<file path="config.mk">
export PLATFORM = sky130hd
export DESIGN_NAME = track_tap
export DESIGN_NICKNAME = d
export VERILOG_FILES = /design/src/rtl/track_pkg.sv /design/src/rtl/track_tap_queue.sv /design/src/rtl/track_tap.sv
export SDC_FILE = /design/constraint.sdc
export NUM_CORES = 1
export LEC_CHECK = 0
export ABC_AREA = 1
export CAP_MARGIN = 5
export CORE_UTILIZATION = 50
export CTS_BUF_LIST = sky130_fd_sc_hd__clkbuf_8
export DETAILED_ROUTE_END_ITERATION = 10
export PLACE_DENSITY = 0.7
export REMOVE_ABC_BUFFERS = 1
export SETUP_SLACK_MARGIN = 0.05
export SLEW_MARGIN = 20
export SYNTH_ARGS = -nofsm -noshare
export SYNTH_HDL_FRONTEND = slang
export SYNTH_SLANG_ARGS = --single-unit
</file>
<file path="constraint.sdc">
create_clock -name clk -period 11 [get_ports clk]
set_clock_uncertainty 0.05 [all_clocks]
set_input_delay 3.3 -clock clk [delete_from_list [all_inputs] [get_ports clk]]
set_output_delay 3.3 -clock clk [all_outputs]
set_load 0.02 [all_outputs]
</file>
<file path="src/rtl/track_pkg.sv">
`default_nettype none
// ============================================================================
// Module      : track_pkg
// Description : Shared types and constants for the track_tap stimulus and
//               observation stage: default widths, request entry layout,
//               request kind encoding and issue FSM state encoding.
// Revision    : 1.0 - initial release
// ============================================================================
package track_pkg;

    localparam int c_label_width_def = 20;
    localparam int c_qaw_def         = 3;

    // The generator only offers a label while at least this many queue slots
    // are free. gen_valid is registered, so one more push plus a pop can
    // still land after the check. Four slots cover that worst case.
    localparam int c_gen_free_min    = 4;

    localparam logic c_req_mark  = 1'b1;
    localparam logic c_req_clear = 1'b0;

    // Request entry at the default label width. The top level declares the
    // same layout at its own LABELWIDTH.
    typedef struct packed {
        logic                         mark;
        logic [c_label_width_def-1:0] label;
    } req_entry_t;

    typedef enum logic [0:0] {
        ISSUE_IDLE = 1'b0,
        ISSUE_GAP  = 1'b1
    } issue_state_t;

endpackage
`default_nettype wire

</file>
<file path="src/rtl/track_tap_queue.sv">
`default_nettype none
// ============================================================================
// Module      : dual_push_queue
// Description : Circular-buffer FIFO with two ordered write ports and one
//               read port. Port 0 is inserted ahead of port 1 in the same
//               cycle. Writes that find no free slot are dropped and flagged.
// Ports       : clk, rst (async, active high)
//               wr0_en/wr0_data, wr1_en/wr1_data : write ports (0 first)
//               rd_en, rd_data                    : read port (head, show-ahead)
//               empty, free_cnt                   : occupancy status
//               drop0, drop1                      : per-port drop this cycle
// Revision    : 1.0 - initial release
// ============================================================================
module dual_push_queue #(
    parameter int WIDTH = 21,
    parameter int AW    = 3
) (
    input  logic             clk,
    input  logic             rst,
    input  logic             wr0_en,
    input  logic [WIDTH-1:0] wr0_data,
    input  logic             wr1_en,
    input  logic [WIDTH-1:0] wr1_data,
    input  logic             rd_en,
    output logic [WIDTH-1:0] rd_data,
    output logic             empty,
    output logic [AW:0]      free_cnt,
    output logic             drop0,
    output logic             drop1
);

    localparam int            c_depth = 1 << AW;
    localparam logic [AW:0]   c_full  = (AW+1)'(c_depth);

    logic [WIDTH-1:0] mem_q [c_depth];
    logic [AW-1:0]    wptr_q, wptr_d;
    logic [AW-1:0]    rptr_q, rptr_d;
    logic [AW:0]      count_q, count_d;

    logic             w_acc0, w_acc1, w_rd;
    logic [AW:0]      w_cnt_after0;
    logic [AW-1:0]    w_wr1_ptr;

    // Space is judged on the occupancy at the start of the cycle; a read in
    // the same cycle does not make room for a write until the next cycle.
    always_comb begin
        w_acc0       = wr0_en && (count_q != c_full);
        w_cnt_after0 = count_q + (AW+1)'(w_acc0);
        w_acc1       = wr1_en && (w_cnt_after0 != c_full);
        w_wr1_ptr    = wptr_q + AW'(w_acc0);
        w_rd         = rd_en && (count_q != '0);
        wptr_d       = wptr_q + AW'(w_acc0) + AW'(w_acc1);
        rptr_d       = rptr_q + AW'(w_rd);
        count_d      = count_q + (AW+1)'(w_acc0) + (AW+1)'(w_acc1)
                       - (AW+1)'(w_rd);
    end

    always_ff @(posedge clk or posedge rst) begin
        if (rst) begin
            wptr_q  <= '0;
            rptr_q  <= '0;
            count_q <= '0;
        end else begin
            wptr_q  <= wptr_d;
            rptr_q  <= rptr_d;
            count_q <= count_d;
        end
    end

    // Storage needs no reset: the empty flag guards every read.
    always_ff @(posedge clk) begin
        if (w_acc0) mem_q[wptr_q]    <= wr0_data;
        if (w_acc1) mem_q[w_wr1_ptr] <= wr1_data;
    end

    assign rd_data  = mem_q[rptr_q];
    assign empty    = (count_q == '0);
    assign free_cnt = c_full - count_q;
    assign drop0    = wr0_en && !w_acc0;
    assign drop1    = wr1_en && !w_acc1;

endmodule
`default_nettype wire

</file>
<file path="src/rtl/track_tap.sv">
`default_nettype none
// ============================================================================
// Module      : track_tap
// Description : Drives sequential labels into a FIFO under test, observes its
//               pop side, and forwards mark (push) / clear (pop) requests to
//               the label-tracking block at most once every other cycle.
// Ports       : clk, reset (async, active high)
//               gen_en, gen_data, gen_valid, gen_ready : label generator
//               mon_data, mon_valid, mon_ready         : pop-side monitor
//               track_fifo_we, track_label, track_mark,
//               track_fifo_full                        : tracking write port
//               tap_ovf                                : sticky drop flag
//               push_count, pop_count                  : wrapping counters
// Revision    : 1.0 - initial release
// ============================================================================
module track_tap
    import track_pkg::*;
#(
    parameter int LABELWIDTH = c_label_width_def,
    parameter int QAW        = c_qaw_def
) (
    input  logic                  clk,
    input  logic                  reset,
    input  logic                  gen_en,
    output logic [LABELWIDTH-1:0] gen_data,
    output logic                  gen_valid,
    input  logic                  gen_ready,
    input  logic [LABELWIDTH-1:0] mon_data,
    input  logic                  mon_valid,
    input  logic                  mon_ready,
    output logic                  track_fifo_we,
    output logic [LABELWIDTH-1:0] track_label,
    output logic                  track_mark,
    input  logic                  track_fifo_full,
    output logic                  tap_ovf,
    output logic [31:0]           push_count,
    output logic [31:0]           pop_count
);

    typedef struct packed {
        logic                  mark;
        logic [LABELWIDTH-1:0] label;
    } req_t;

    logic [LABELWIDTH-1:0] gen_data_q, gen_data_d;
    logic                  gen_valid_q, gen_valid_d;
    logic [31:0]           push_count_q, push_count_d;
    logic [31:0]           pop_count_q, pop_count_d;
    logic                  tap_ovf_q, tap_ovf_d;
    issue_state_t          state_q, state_d;
    logic                  track_we_q, track_we_d;
    logic [LABELWIDTH-1:0] track_label_q, track_label_d;
    logic                  track_mark_q, track_mark_d;

    logic                  w_push, w_pop, w_issue;
    req_t                  w_mark_req, w_clear_req, w_head;
    logic                  w_q_empty, w_drop0, w_drop1;
    logic [QAW:0]          w_q_free;

    assign w_push      = gen_valid_q && gen_ready;
    assign w_pop       = mon_valid && mon_ready;
    assign w_mark_req  = '{mark: c_req_mark,  label: gen_data_q};
    assign w_clear_req = '{mark: c_req_clear, label: mon_data};

    // Mark goes on port 0 so a same-cycle push is always issued before the
    // pop, and the tracker never sees a clear for a label it has not marked.
    dual_push_queue #(
        .WIDTH (LABELWIDTH + 1),
        .AW    (QAW)
    ) u_queue (
        .clk      (clk),
        .rst      (reset),
        .wr0_en   (w_push),
        .wr0_data (w_mark_req),
        .wr1_en   (w_pop),
        .wr1_data (w_clear_req),
        .rd_en    (w_issue),
        .rd_data  (w_head),
        .empty    (w_q_empty),
        .free_cnt (w_q_free),
        .drop0    (w_drop0),
        .drop1    (w_drop1)
    );

    assign w_issue = (state_q == ISSUE_IDLE) && !w_q_empty && !track_fifo_full;

    always_comb begin
        gen_data_d    = gen_data_q + LABELWIDTH'(w_push);
        gen_valid_d   = gen_en && (w_q_free >= (QAW+1)'(c_gen_free_min));
        push_count_d  = push_count_q + 32'(w_push);
        pop_count_d   = pop_count_q + 32'(w_pop);
        tap_ovf_d     = tap_ovf_q || w_drop0 || w_drop1;
        state_d       = state_q;
        track_we_d    = 1'b0;
        track_label_d = track_label_q;
        track_mark_d  = track_mark_q;
        case (state_q)
            ISSUE_IDLE: begin
                if (w_issue) begin
                    track_we_d    = 1'b1;
                    track_label_d = w_head.label;
                    track_mark_d  = w_head.mark;
                    state_d       = ISSUE_GAP;
                end
            end
            ISSUE_GAP: state_d = ISSUE_IDLE;
            default:   state_d = ISSUE_IDLE;
        endcase
    end

    always_ff @(posedge clk or posedge reset) begin
        if (reset) begin
            gen_data_q    <= '0;
            gen_valid_q   <= 1'b0;
            push_count_q  <= '0;
            pop_count_q   <= '0;
            tap_ovf_q     <= 1'b0;
            state_q       <= ISSUE_IDLE;
            track_we_q    <= 1'b0;
            track_label_q <= '0;
            track_mark_q  <= 1'b0;
        end else begin
            gen_data_q    <= gen_data_d;
            gen_valid_q   <= gen_valid_d;
            push_count_q  <= push_count_d;
            pop_count_q   <= pop_count_d;
            tap_ovf_q     <= tap_ovf_d;
            state_q       <= state_d;
            track_we_q    <= track_we_d;
            track_label_q <= track_label_d;
            track_mark_q  <= track_mark_d;
        end
    end

    assign gen_data      = gen_data_q;
    assign gen_valid     = gen_valid_q;
    assign track_fifo_we = track_we_q;
    assign track_label   = track_label_q;
    assign track_mark    = track_mark_q;
    assign tap_ovf       = tap_ovf_q;
    assign push_count    = push_count_q;
    assign pop_count     = pop_count_q;

endmodule
`default_nettype wire

</file>
; ---- Yosys cells after proc, flatten, opt, wreduce, memory -nomap -nowiden
; Memories as Yosys holds them, arrays and structs flattened. A register that Yosys moved wholly into a read port is not among the register bits.
; Index checks and enable logic that the tools add are counted.
[totals]
in_bits = 27
output_inout_bits = 108
romBits = 0
n_memories = 1
ramBits = 168
ff_bits = 98
wordCells = 51
latch_bits = 0
[memory_table]
columns = name, words, word_bits, read_ports, rd_clocked_by_memory_dff, wr, line_no
row1 = u_queue.mem_q, 8, 21, 1, 1, 2, track_tap_queue.sv:35  ; logic [WIDTH-1:0] mem_q [c_depth];
[classes]
add_sub_neg = 10
n_shift = 0
multipliers = 0
div = 0
n_reduce_logical = 19
mux = 7
n_eq_ne = 2
n_lt_le_gt_ge = 1
bitwise_logic = 1
[ops]
columns = op, count
row1 = adder 32 x 1 -> 32 bit, 2
row2 = adder 20 x 1 -> 20 bit, 1
row3 = logical AND 1 bit, 10
row4 = adder 3 x 1 -> 3 bit, 3
row5 = adder 4 x 1 -> 4 bit, 2
row6 = "inequality test 4 bit, second input constant", 2
row7 = 2-to-1 mux 1 bit, 6
row8 = ">= comparator 4 x 3 -> 1 bit, second input constant", 1
row9 = zero test 1 bit, 4
row10 = zero test 4 bit, 1
row11 = nonzero test 4 bit, 1
row12 = subtractor 4 x 1 -> 4 bit, 1
row13 = "subtractor 4 bit, first input constant", 1
row14 = logical OR 1 bit, 2
row15 = case mux 1 bit (2 select lines), 1
row16 = AND reduction 2 bit, 1
row17 = NOT 1 bit, 1

; ---- Depth between registers and ports, before layout
[depth]
depth_word = 8
depth_mapped = 14
mapped_depth_nobuf = 14

; ---- Modules after synthesis
; A second synthesis with hierarchy kept.
[unflattened]
hier_cells = 1916
area_unflattened_um2 = 15864.0
[modules_own_cells]
columns = module, seq_area_each_um2, n_inst, area_per_inst_um2, cells_per_inst
row1 = dual_push_queue, 5295.1, 1, 10563.9, 1263
row2 = track_tap, 2702.6, 1, 5300.1, 653

; ---- Least setup slack after synthesis
; Ideal clock, no wire load.
[synth_timing]
path_kind = in2reg
start = in gen_ready
end = mem u_queue.mem_q[2][0], enable pin
stages = 12
t_arrival_ns = 5.231
setup_slack_ns = 5.343
setup_ns = 0.377
path_buffers = 1
required_time_ns = 10.573
path_cell_list = nand2_1 -> a31oi_1 -> ha_1 -> ha_1 -> xnor2_1 -> ha_1 -> nand3_2 -> nand3b_2 -> inv_2 -> nand2_1 -> buf_2 -> nand2_1
[synth_lines]
columns = item, line_no
row1 = "start, declared", track_tap.sv:27  ; input logic gen_ready,
row2 = "end, declared", track_tap_queue.sv:35

==> metrics.md <==
| Metric | Value |
|---|---|
| Non-filler cells, final | `2,705` |
| IO buf count | `134` |
| Power Total | `4.00 mW` |
| Pint | `2.43 mW` |
| HP Class | `flip-flop to flip-flop` |
| Core area | `31,700 sq um` |
| WS Path Type | `input pin to flip-flop` |
| Data required time of the worst path | `11,160 ps` |
| Combinational fraction of design power | `35.0%` |
| Post-CTS setup buffer count | `0` |
| Net switching power | `1.57 mW` |
| CP Max Fanout | `22` |
| GR Util All Layers | `28.3%` |
| Average wire per standard cell | `17.0 um` |
| Leading area contributor after synthesis | `edfxtp_1` |
| Post-synthesis register bit count | `286` |
| Pwr/cell area | `215 nW/um^2` |
| Ant diodes | `0` |
| Min Tclk post-route | `6950 ps` |
| Area grow syn2layout | `14.8%` |
| Maxcap violations | `0` |
| Initial antenna violation count | `0` |
| Row Count | `65` |
| Starting Density | `51.0%` |
| Detail Placement HPWL | `31.0 mm` |
| TritonCTS buffer count | `51` |
| Placed Cells | `2,611` |
| Relative slew slack | `30.8%` |
| Clock group share of total power | `27.1%` |
| Largest net degree at the start of global routing | `85` |
| Lkg Pwr | `8.95 nW` |
| Fin crit share | `63.2%` |
| Clock sinks | `286` |
| Die H | `182 um` |
| Achievable Freq | `144 MHz` |
| Final net count | `2,309` |
| H-tree level count | `2` |
| Cells after Synth | `2,170` |
| Hold buffers post-CTS | `0` |
| Vias | `14,275` |
| Net Sw Frac | `39.3%` |
| Total number of yosys warnings | `0` |
| Top-level port count | `135` |
| Worst skew pair latency | `590 ps` |
| Fraction of the yosys area taken by sequential cells | `49.0%` |
| Worst hold margin | `423 ps` |
| R2R Path Start | `u_queue.count_q[1]` |
| Setup violators final | `0` |
| Placed inst area | `17,400 sq um` |
| Worst Tran Pin Value | `1040 ps` |
| Grt ovf | `0` |
| Number of nets with antenna violations after routing | `0` |
| Share of layout cells above drive strength 1 | `5.25%` |
| Clk slew on worst S/H paths | `50 ps` |
| Placer Congestion | `0.912` |
| Vias in the first global route | `13,679` |
| RSZ-0062 raised after global routing | `no` |
| # resized after CTS | `0` |
| Maximum vdd drop | `0.000149 V` |
| CTS tree | `built` |
| Area taken by multi-input logic gates | `6790 sq um` |
| Fillers | `2,851` |
| Startpoint Class | `input pin` |
| Post-synth cell types | `32` |
| Max-slew violations | `0` |
| Storage cell area | `7920 sq um` |
| CP arrival | `7110 ps` |
| Crit path from | `gen_ready` |
| Die ar. | `33,100 sq um` |
| # DRC | `0` |
| Setup TNS Final | `0 ps` |
| Clock root buffer | `clkbuf_8` |
| Status | `completed` |
| Main area contributors after synthesis | `edfxtp_1, nand2_1, dfrtp_1` |
| Clock Path Buffers | `3` |
| Routed vias/inst | `5.28` |
| Sequential share of power | `37.9%` |
| Initial DRC count | `1,330` |
| Syn avg cell area | `7.45 sq um` |
| Final Hold Violating Endpoints | `0` |
| Area of the mapped netlist | `16,200 sq um` |
| CP Capture Type | `flip-flop` |
| WL final | `46.0 mm` |
| First-pass GRT wire length | `73.0 mm` |
| Drt first pass iters | `6` |
| Chip width | `182 um` |
| Final Cell Area | `18,600 sq um` |
| Hold Startpoint | `track_label[14]` |
| Top cell type's share of synthesized area | `29.7%` |
==> per-stage QoR <==
step | utilization (%) | worst slack [ps]
global placement | 55.0 | 3710
global route | 58.5 | 3780
finish | 58.5 | 4050
detailed placement | 55.0 | 3540
floorplan | - | 4520
CTS | 58.5 | 4120
==> final cells by class <==
type | count | area share (%)
flip-flops and latches | 286 | 42.7
multi-input cells | 1565 | 36.6
repair buffers | 142 | 7.55
clock buffers | 69 | 5.12
inverters | 216 | 4.38
well taps | 402 | 2.71
clock inverters | 25 | 0.957
==> sequential cells by signal, indices dropped and copies added (netlist names) <==
name	flops
u_queue.mem_q	168
u_queue.count_q	4
u_queue.rptr_q	3
gen_valid	1
track_label	20
pop_count	32
state_q	1
gen_data	20
tap_ovf	1
track_mark	1
push_count	32
u_queue.wptr_q	3
==> worst paths after layout <==
kind,to,slack [ps],cells after the start
max,u_queue.mem_q[5][2],4050,12
min,track_label[14],420,2
max reg2reg,u_queue.mem_q[5][2],6730,11
min reg2reg,track_label[14],420,2
max in group asynchronous,gen_data[19],6420,3
min in group asynchronous,push_count[2],3170,2
==> power groups by stage <==
stage	logic (mW)	clock network (mW)	registers, mW
finish	1.40	1.09	1.51
global route	1.54	1.14	1.53
detailed placement	1.37	0	1.53
global placement	1.35	0	1.53
floorplan	0.751	0	1.61
CTS	1.38	1.09	1.51
==> cells in the mapped netlist <==
cell type  instances
nand2_2            2
inv_2              8
buf_1              5
clkinv_1          14
dfxtp_1            8
nand2_1         1005
xor2_1            34
o221ai_1           1
fa_1               1
ha_1              19
buf_2             53
nand3b_2           1
edfxtp_1         160
nand3_2            5
dfrtp_1          118
xnor2_1           15
nand3_1          140
nor2_4             2
clkbuf_1          11
nor2_2             9
inv_1            194
buf_4             16
a31oi_4            1
o21ai_0            4
a21oi_1            1
nand4_1            1
a31oi_1            2
nor2_1           284
nand3b_1          30
nand3_4            6
buf_6             18
nor3_1             2
==> layer usage <==
metal	wire (um)	vias up	track usage, %
met5	0	-	0
met4	1040	0	8.20
met3	4430	92	5.78
met2	20400	697	44.1
met1	20200	6642	39.8
li1	-	6844	-
==> worst max-delay path, stage by stage <==
cell and delay (ps):
clkdlybuf4s50_1 460, nand2_1 100, a31oi_1 290, ha_1 230, ha_1 160, xnor2_1 100
ha_1 230, nand3_2 130, nand3_2 190, nor2_2 760, inv_2 390, nand2_1 730
==> logic make-up after synthesis <==
kind of cell	after synthesis	share of synthesized area [%]
compound gates	9	0.418
xor+xnor	49	2.65
fa+ha+maj	20	1.59
buf+inv	319	9.02
flops	286	49.0
simple gates	1487	37.3
==> cell usage in the layout, fill, tap and decap left out, types with 3 or more instances in the layout <==
cell / count
clkdlybuf4s50_1: 134
nand3_1: 140
nand3_2: 5
inv_1: 209
edfxtp_1: 160
inv_2: 9
xor2_1: 34
nand3_4: 6
clkinv_2: 4
nand2_1: 1005
dfxtp_1: 8
nor2_2: 9
dfrtp_1: 117
o21ai_0: 4
buf_4: 8
xnor2_1: 15
clkbuf_8: 69
clkinv_1: 15
nor2_1: 284
ha_1: 19
nand3b_1: 30
bufinv_16: 3
Note: power is estimated with default switching activity, not from simulation.
